<file path="src/rtl/mnist_pkg.sv">
// Shared constants, FSM state type and output vector layout for the MNIST input loader.
package mnist_pkg;

  localparam int unsigned NUM_FEAT = 62;
  localparam int unsigned DW       = 8;
  localparam int unsigned FEAT_W   = NUM_FEAT * DW;
  localparam int unsigned VEC_W    = 504;
  localparam int unsigned IDX_W    = 6;
  localparam int unsigned CNT_W    = 16;

  localparam logic [DW-1:0]    BIAS_ONE = 8'h7F;
  localparam logic [IDX_W-1:0] LAST_IDX = IDX_W'(NUM_FEAT - 1);

  typedef enum logic {
    FILL = 1'b0,
    HOLD = 1'b1
  } state_e;

  // Bias byte sits above the feature bytes; feat[j] occupies bits [8j+7:8j].
  typedef struct packed {
    logic [DW-1:0]     bias;
    logic [FEAT_W-1:0] feat;
  } loader_vec_t;

endpackage

</file>
<file path="src/rtl/loader_bank.sv">
// Assembly buffer: NUM_FEAT x DW register file, single indexed byte write, flat parallel read.
module loader_bank
  import mnist_pkg::*;
(
  input  logic              clk,
  input  logic              rst,
  input  logic              wr_en,
  input  logic [IDX_W-1:0]  wr_idx,
  input  logic [DW-1:0]     wr_data,
  output logic [FEAT_W-1:0] rd_data
);

  logic [DW-1:0] mem [NUM_FEAT];

  always_ff @(posedge clk or negedge rst) begin
    if (!rst) begin
      for (int i = 0; i < int'(NUM_FEAT); i++) mem[i] <= '0;
    end else begin
      for (int i = 0; i < int'(NUM_FEAT); i++) begin
        if (wr_en && (wr_idx == IDX_W'(i))) mem[i] <= wr_data;
      end
    end
  end

  always_comb begin
    rd_data = '0;
    for (int i = 0; i < int'(NUM_FEAT); i++) rd_data[i*DW +: DW] = mem[i];
  end

endmodule

</file>
<file path="src/rtl/mnist_input_loader.sv">
// Byte-stream to 504-bit input vector loader with skid/assembly double buffering.
// Define LOADER_FRAME_CHECK_EN to enable s_last framing checks and frame_err.
module mnist_input_loader
  import mnist_pkg::*;
(
  input  logic             clk,
  input  logic             rst,
  input  logic             s_valid,
  input  logic [DW-1:0]    s_data,
  input  logic             s_last,
  output logic             s_ready,
  output logic [VEC_W-1:0] vec_out,
  output logic             vec_valid,
  input  logic             vec_take,
  output logic             frame_err,
  output logic [CNT_W-1:0] frame_cnt
);

  state_e            state, state_d;
  logic [IDX_W-1:0]  wr_idx, wr_idx_d;
  logic [FEAT_W-1:0] feat_q, feat_d, bank_rd;
  logic [CNT_W-1:0]  frame_cnt_d;
  logic              vec_valid_d, frame_err_d, s_ready_d;
  logic              accept, at_last, out_free, frame_bad, bank_we;
  loader_vec_t       vec_s;

  assign accept   = s_valid && s_ready;
  assign at_last  = (wr_idx == LAST_IDX);
  assign out_free = !vec_valid || vec_take;

`ifdef LOADER_FRAME_CHECK_EN
  // Early s_last, or a full count without s_last, drops the frame.
  assign frame_bad = accept && (at_last ? !s_last : s_last);
`else
  logic unused_s_last;
  assign unused_s_last = s_last;
  assign frame_bad     = 1'b0;
`endif

  loader_bank u_bank (
    .clk     (clk),
    .rst     (rst),
    .wr_en   (bank_we),
    .wr_idx  (wr_idx),
    .wr_data (s_data),
    .rd_data (bank_rd)
  );

  always_comb begin
    state_d     = state;
    wr_idx_d    = wr_idx;
    feat_d      = feat_q;
    vec_valid_d = vec_valid;
    frame_err_d = 1'b0;
    frame_cnt_d = frame_cnt;
    bank_we     = 1'b0;

    if (vec_take) vec_valid_d = 1'b0;

    unique case (state)
      FILL: begin
        if (accept) begin
          if (frame_bad) begin
            wr_idx_d    = '0;
            frame_err_d = 1'b1;
          end else if (at_last) begin
            if (out_free) begin
              // Final byte bypasses the bank straight into the output register.
              feat_d      = {s_data, bank_rd[FEAT_W-DW-1:0]};
              vec_valid_d = 1'b1;
              frame_cnt_d = frame_cnt + CNT_W'(1);
              wr_idx_d    = '0;
            end else begin
              bank_we = 1'b1;
              state_d = HOLD;
            end
          end else begin
            bank_we  = 1'b1;
            wr_idx_d = wr_idx + IDX_W'(1);
          end
        end
      end
      HOLD: begin
        if (vec_take) begin
          feat_d      = bank_rd;
          vec_valid_d = 1'b1;
          frame_cnt_d = frame_cnt + CNT_W'(1);
          wr_idx_d    = '0;
          state_d     = FILL;
        end
      end
    endcase

    s_ready_d = (state_d == FILL);
  end

  always_ff @(posedge clk or negedge rst) begin
    if (!rst) begin
      state     <= FILL;
      s_ready   <= 1'b1;
      wr_idx    <= '0;
      feat_q    <= '0;
      vec_valid <= 1'b0;
      frame_err <= 1'b0;
      frame_cnt <= '0;
    end else begin
      state     <= state_d;
      s_ready   <= s_ready_d;
      wr_idx    <= wr_idx_d;
      feat_q    <= feat_d;
      vec_valid <= vec_valid_d;
      frame_err <= frame_err_d;
      frame_cnt <= frame_cnt_d;
    end
  end

  assign vec_s.bias = BIAS_ONE;
  assign vec_s.feat = feat_q;
  assign vec_out    = vec_s;

endmodule

</file>
<file path="config.mk">
export PLATFORM = sky130hd
export DESIGN_NAME = mnist_input_loader
export DESIGN_NICKNAME = d
export VERILOG_FILES = /design/src/rtl/mnist_pkg.sv /design/src/rtl/loader_bank.sv /design/src/rtl/mnist_input_loader.sv
export SDC_FILE = /design/constraint.sdc
export NUM_CORES = 2
export LEC_CHECK = 0
export ABC_AREA = 1
export CAP_MARGIN = 20
export CELL_PAD_IN_SITES_DETAIL_PLACEMENT = 1
export CELL_PAD_IN_SITES_GLOBAL_PLACEMENT = 1
export CORE_ASPECT_RATIO = 0.6
export CORE_MARGIN = 2
export CORE_UTILIZATION = 45
export CTS_BUF_LIST = sky130_fd_sc_hd__clkbuf_16
export CTS_CLUSTER_SIZE = 10
export DETAILED_ROUTE_END_ITERATION = 16
export PLACE_DENSITY = 0.91
export SKIP_LAST_GASP = 1
export SLEW_MARGIN = 0
export SYNTH_ARGS = -nofsm -noshare
export SYNTH_HDL_FRONTEND = slang
export SYNTH_HIERARCHICAL = 1
export SYNTH_SLANG_ARGS = --single-unit
export TNS_END_PERCENT = 30
</file>
<file path="constraint.sdc">
create_clock -name clk -period 4.9 [get_ports clk]
set_input_delay 0.735 -clock clk [delete_from_list [all_inputs] [get_ports clk]]
set_output_delay 0.735 -clock clk [all_outputs]
set_load 0.05 [all_outputs]
</file>
==> impl_summary.txt <==
----------------------------------------------------
[Setup path]
  Critical path fanouts, max ... 25
  Slowest cell on the critical path ... sky130_fd_sc_hd__nor2_4
  Crit. End Element ... register
  Classification of the worst setup path ... register to register
  Data required time of the critical path ... around 5.5 ns
  Worst Path Buf+Inv ... 2
  Startpoint of the worst setup timing path ... state
  CP max stage delay ... around 0.66 ns
  Critical path's most frequent cell ... sky130_fd_sc_hd__nand2_1
  CP Launch Type ... register
  Arrival time of the worst setup path ... between 4 and 5 ns
  Critical R2R Launch ... state
  Critical Path, Cell by Cell ... inv_2 -> nand3_2 -> a21oi_1 -> nand2_1 -> nor2_4 -> buf_4 -> nand2_1 -> nand2_1 -> nand2_1
  Cell family with most CP delay ... simple AND/OR/NAND/NOR gates

[Floorplan]
  Vertical die dimension ... approximately 230 um
  I/O pin cnt ... roughly 540
  Initial Util ... a little under half
  Count of standard-cell rows ... 84
  Area of the core ... between 80,000 and 90,000 um2
  Area of the die ... around 90,000 um2
  Die Width ... about 390 um

[Yosys]
  Most common cell in the synthesized netlist ... sky130_fd_sc_hd__nand2_1
  Count of flip-flops with a built-in enable after synthesis ... 0
  Synthesized netlist cell count ... about 4,600
  List of most frequent post-synthesis cells ... 2,746 x sky130_fd_sc_hd__nand2_1, 1,016 x sky130_fd_sc_hd__dfrtp_1, 404 x sky130_fd_sc_hd__nand3_1, 162 x sky130_fd_sc_hd__buf_2, 54 x sky130_fd_sc_hd__clkbuf_1
  Count of distinct cell types in the synthesized netlist ... 27
  Largest area contributor in the netlist ... sky130_fd_sc_hd__dfrtp_1
  Number of synthesis warnings ... 6
  Fraction of post-synthesis cell area in the top cell type by area ... a little under two thirds
  Seq/Total Area, Yosys ... approximately 64%
  Prevailing post-synth register cell ... sky130_fd_sc_hd__dfrtp_1
  Syn Area/Cell ... ~8.7 um2
  Seq cells post-synth ... a little over 1,000
  Synthesized area ... between 30,000 and 40,000 um2
  Area contributors post-synth ... sky130_fd_sc_hd__dfrtp_1 64%, sky130_fd_sc_hd__nand2_1 26%, sky130_fd_sc_hd__nand3_1 5.1%
  Post-synth ARST share ... between 90% and 100%

[Routing]
  Drt initial violations ... around 2,700
  Routed metal-1 wire length ... approximately 60,000 um
  Drt via density ... 5.57
  WL/cell ... between 20 and 25 um
  DRC violation count after routing ... 0
  Highest routed metal layer ... met4
  1st-pass router iterations ... 5
  Detailed route wirelength on metal2 ... 71,400 um
  Met3 Wirelength ... 9630 um
  Count of vias placed by the detailed router ... approximately 35,000
  Total wire length ... 147,000 um
  Remaining antenna violation count ... 0

[Clock network]
  Clock input transition at the sequential cells of the worst setup and hold paths ... roughly 0.06 ns
  CTS buffer count ... ~110
  Insertion delay to the later sink of the worst-skew pair ... approximately 0.7 ns
  Total number of H-tree levels ... 3
  Number of cells upsized or downsized after cts ... 0
  Clock Sinks ... 1,017
  Worst-case clock buffer depth ... 3
  Post-CTS repair timing setup buffer count ... 0
  TritonCTS clock tree ... done
  Root buffer cell ... sky130_fd_sc_hd__clkbuf_16
  Number of buffers inserted for hold repair after clock tree synthesis ... 0

[Placement]
  Area of placed instances ... 46,100 um2
  Weighted congestion reported at the end of routability-driven placement ... 0.807
  Place WS ... roughly 1.0 ns
  DP HPWL ... around 91,000 um
  Number of buffers added on ports ... ~530

[Global routing]
  Antenna violations before repair ... 3
  Total routing usage reported by global routing ... roughly 32%
  Remaining Overflow, GRT ... 0
  Wire length of the first global-routing pass ... between 200,000 and 250,000 um
  Pin count of the biggest net entering global routing ... between 200 and 250
  Via count of the first global-routing pass ... between 30,000 and 40,000

[STA]
  Final setup violation count ... 0
  Worst setup margin ... 1.39 ns
  Unrepaired setup endpoints after global routing ... no
  F_max ... approximately 280 MHz
  Summed negative setup slack over all endpoints ... 0 ns
  Worst clock skew ... 0.0380 ns
  Transition time of the tightest slew-check pin ... between 1 and 1.5 ns
  Final Max Tran Viols ... 0
  Relative slew slack ... 19.6%
  Share of the cycle needed by the critical path after routing ... a little under three quarters
  Endpoints failing hold ... 0
  Period minus WS final ... approximately 3.5 ns

[Power and ir drop]
  Maximum resistive drop on vdd ... between 0.2 and 0.3 mV
  Internal power contribution ... around 14 mW
  Clock share of power ... a little under two fifths
  Static power due to leakage ... roughly 26 nW
  Sw power ... around 5.6 mW
  Sequential Power Share ... 50.6%
  Sw frac ... around 29%
  Power per standard cell area ... around 400 nW/um2
  Power share of the combinational group ... between 10 and 15%

[Layout]
  Final #Nets ... about 5,000
  Number of diodes ... 0
  Post-layout util ... approximately 56%
  Total non-filler cell area in the finished layout ... just under 50,000 um2
  Area growth from synthesis to layout ... 23.0%
  Fraction of layout cells with a size suffix above 1 ... under 10%
  Number of fill cells ... 10,000

[Min path]
  Tightest Hold Check Type ... input port to asynchronous set/reset pin

[Run status]
  Outcome ... finished clean

[Flow run]
  Max_cap viols ... 0

----------------------------------------------------
power by group through the flow:
stage               clock network (mW)  registers [mW]  logic, mW
finish                            7.41            9.84       2.21
floorplan                            0            9.75       1.27
global placement                     0            9.87       1.98
CTS                               7.50            9.83       2.20
global route                      7.84            9.92       2.43
detailed placement                   0            9.94       2.13
cells by family (layout without fill, tap and decap cells):
kind of cell	after synthesis	after routing	share of synthesized area [%]
simple gates	3215	3215	31.7
flops	1017	1017	63.8
buf+inv	305	762	3.78
compound gates	36	36	0.480
xor+xnor	5	5	0.110
fa+ha+maj	3	3	0.0941
other cells	2	9	0.0188
layout by cell type (no fill, tap or decap), types with 3 or more instances in the layout:
| cell type | instances |
|---|---|
| sky130_fd_sc_hd__dfrtp_1 | 1016 |
| sky130_fd_sc_hd__inv_1 | 47 |
| sky130_fd_sc_hd__xnor2_1 | 5 |
| sky130_fd_sc_hd__o21ai_0 | 31 |
| sky130_fd_sc_hd__nor2_4 | 16 |
| sky130_fd_sc_hd__clkbuf_16 | 112 |
| sky130_fd_sc_hd__buf_4 | 58 |
| sky130_fd_sc_hd__buf_12 | 17 |
| sky130_fd_sc_hd__ha_1 | 3 |
| sky130_fd_sc_hd__nor2_1 | 36 |
| sky130_fd_sc_hd__nand3_1 | 403 |
| sky130_fd_sc_hd__conb_1 | 9 |
| sky130_fd_sc_hd__nand4_1 | 9 |
| sky130_fd_sc_hd__clkdlybuf4s50_1 | 516 |
| sky130_fd_sc_hd__nand2_1 | 2746 |
layer usage:
layer	global-route usage [%]	vias up
met5	0	-
met4	13.2	0
met3	6.64	365
met2	52.8	1329
met1	41.7	17900
li1	-	14900
worst reg2reg max path: cells and delay by family (launching register included):
| family | cells | cell delay (ns) |
|---|---|---|
| and+or+nand+nor | 6 | 1.57 |
| AOI/OAI and AO/OA | 1 | 0.57 |
| buffers and inverters | 2 | 0.69 |
| DFF | 1 | 0.54 |
per-stage QoR:
step	total power, mW	cells	hold WS, ns
finish	19.5	6208	0.0807
global route	20.2	6208	0.129
CTS	19.5	6206	0.112
detailed placement	12.1	6076	0.458
global placement	11.8	6076	0.449
floorplan	11.0	4590	0.439
cell type report:
class,instances,area [um2],area share (%)
flip-flops and latches,1017,25500,51.9
multi-input cells,3268,13100,26.6
repair buffers,594,5980,12.2
clock buffers,112,2800,5.71
well taps,1161,1450,2.96
clock inverters,18,170,0.347
inverters,38,144,0.293
registers in the layout (all words and copies together), names as in the netlist:
register,count
wr_idx,6
s_ready,1
state,1
u_bank/rd_data,496
feat_q,496
vec_valid,1
frame_cnt,16
worst paths after layout:
path,end,slack [ns],cells past startpoint
setup / recovery,u_bank/rd_data[147],1.39,9
hold / removal,frame_cnt[12],0.08,1
setup reg to reg,u_bank/rd_data[147],1.39,9
hold reg to reg,feat_q[215],0.44,2
max in group asynchronous,u_bank/rd_data[397],3.29,2
min in group clk,feat_q[215],0.44,2
(Power assumes the default switching activity.)
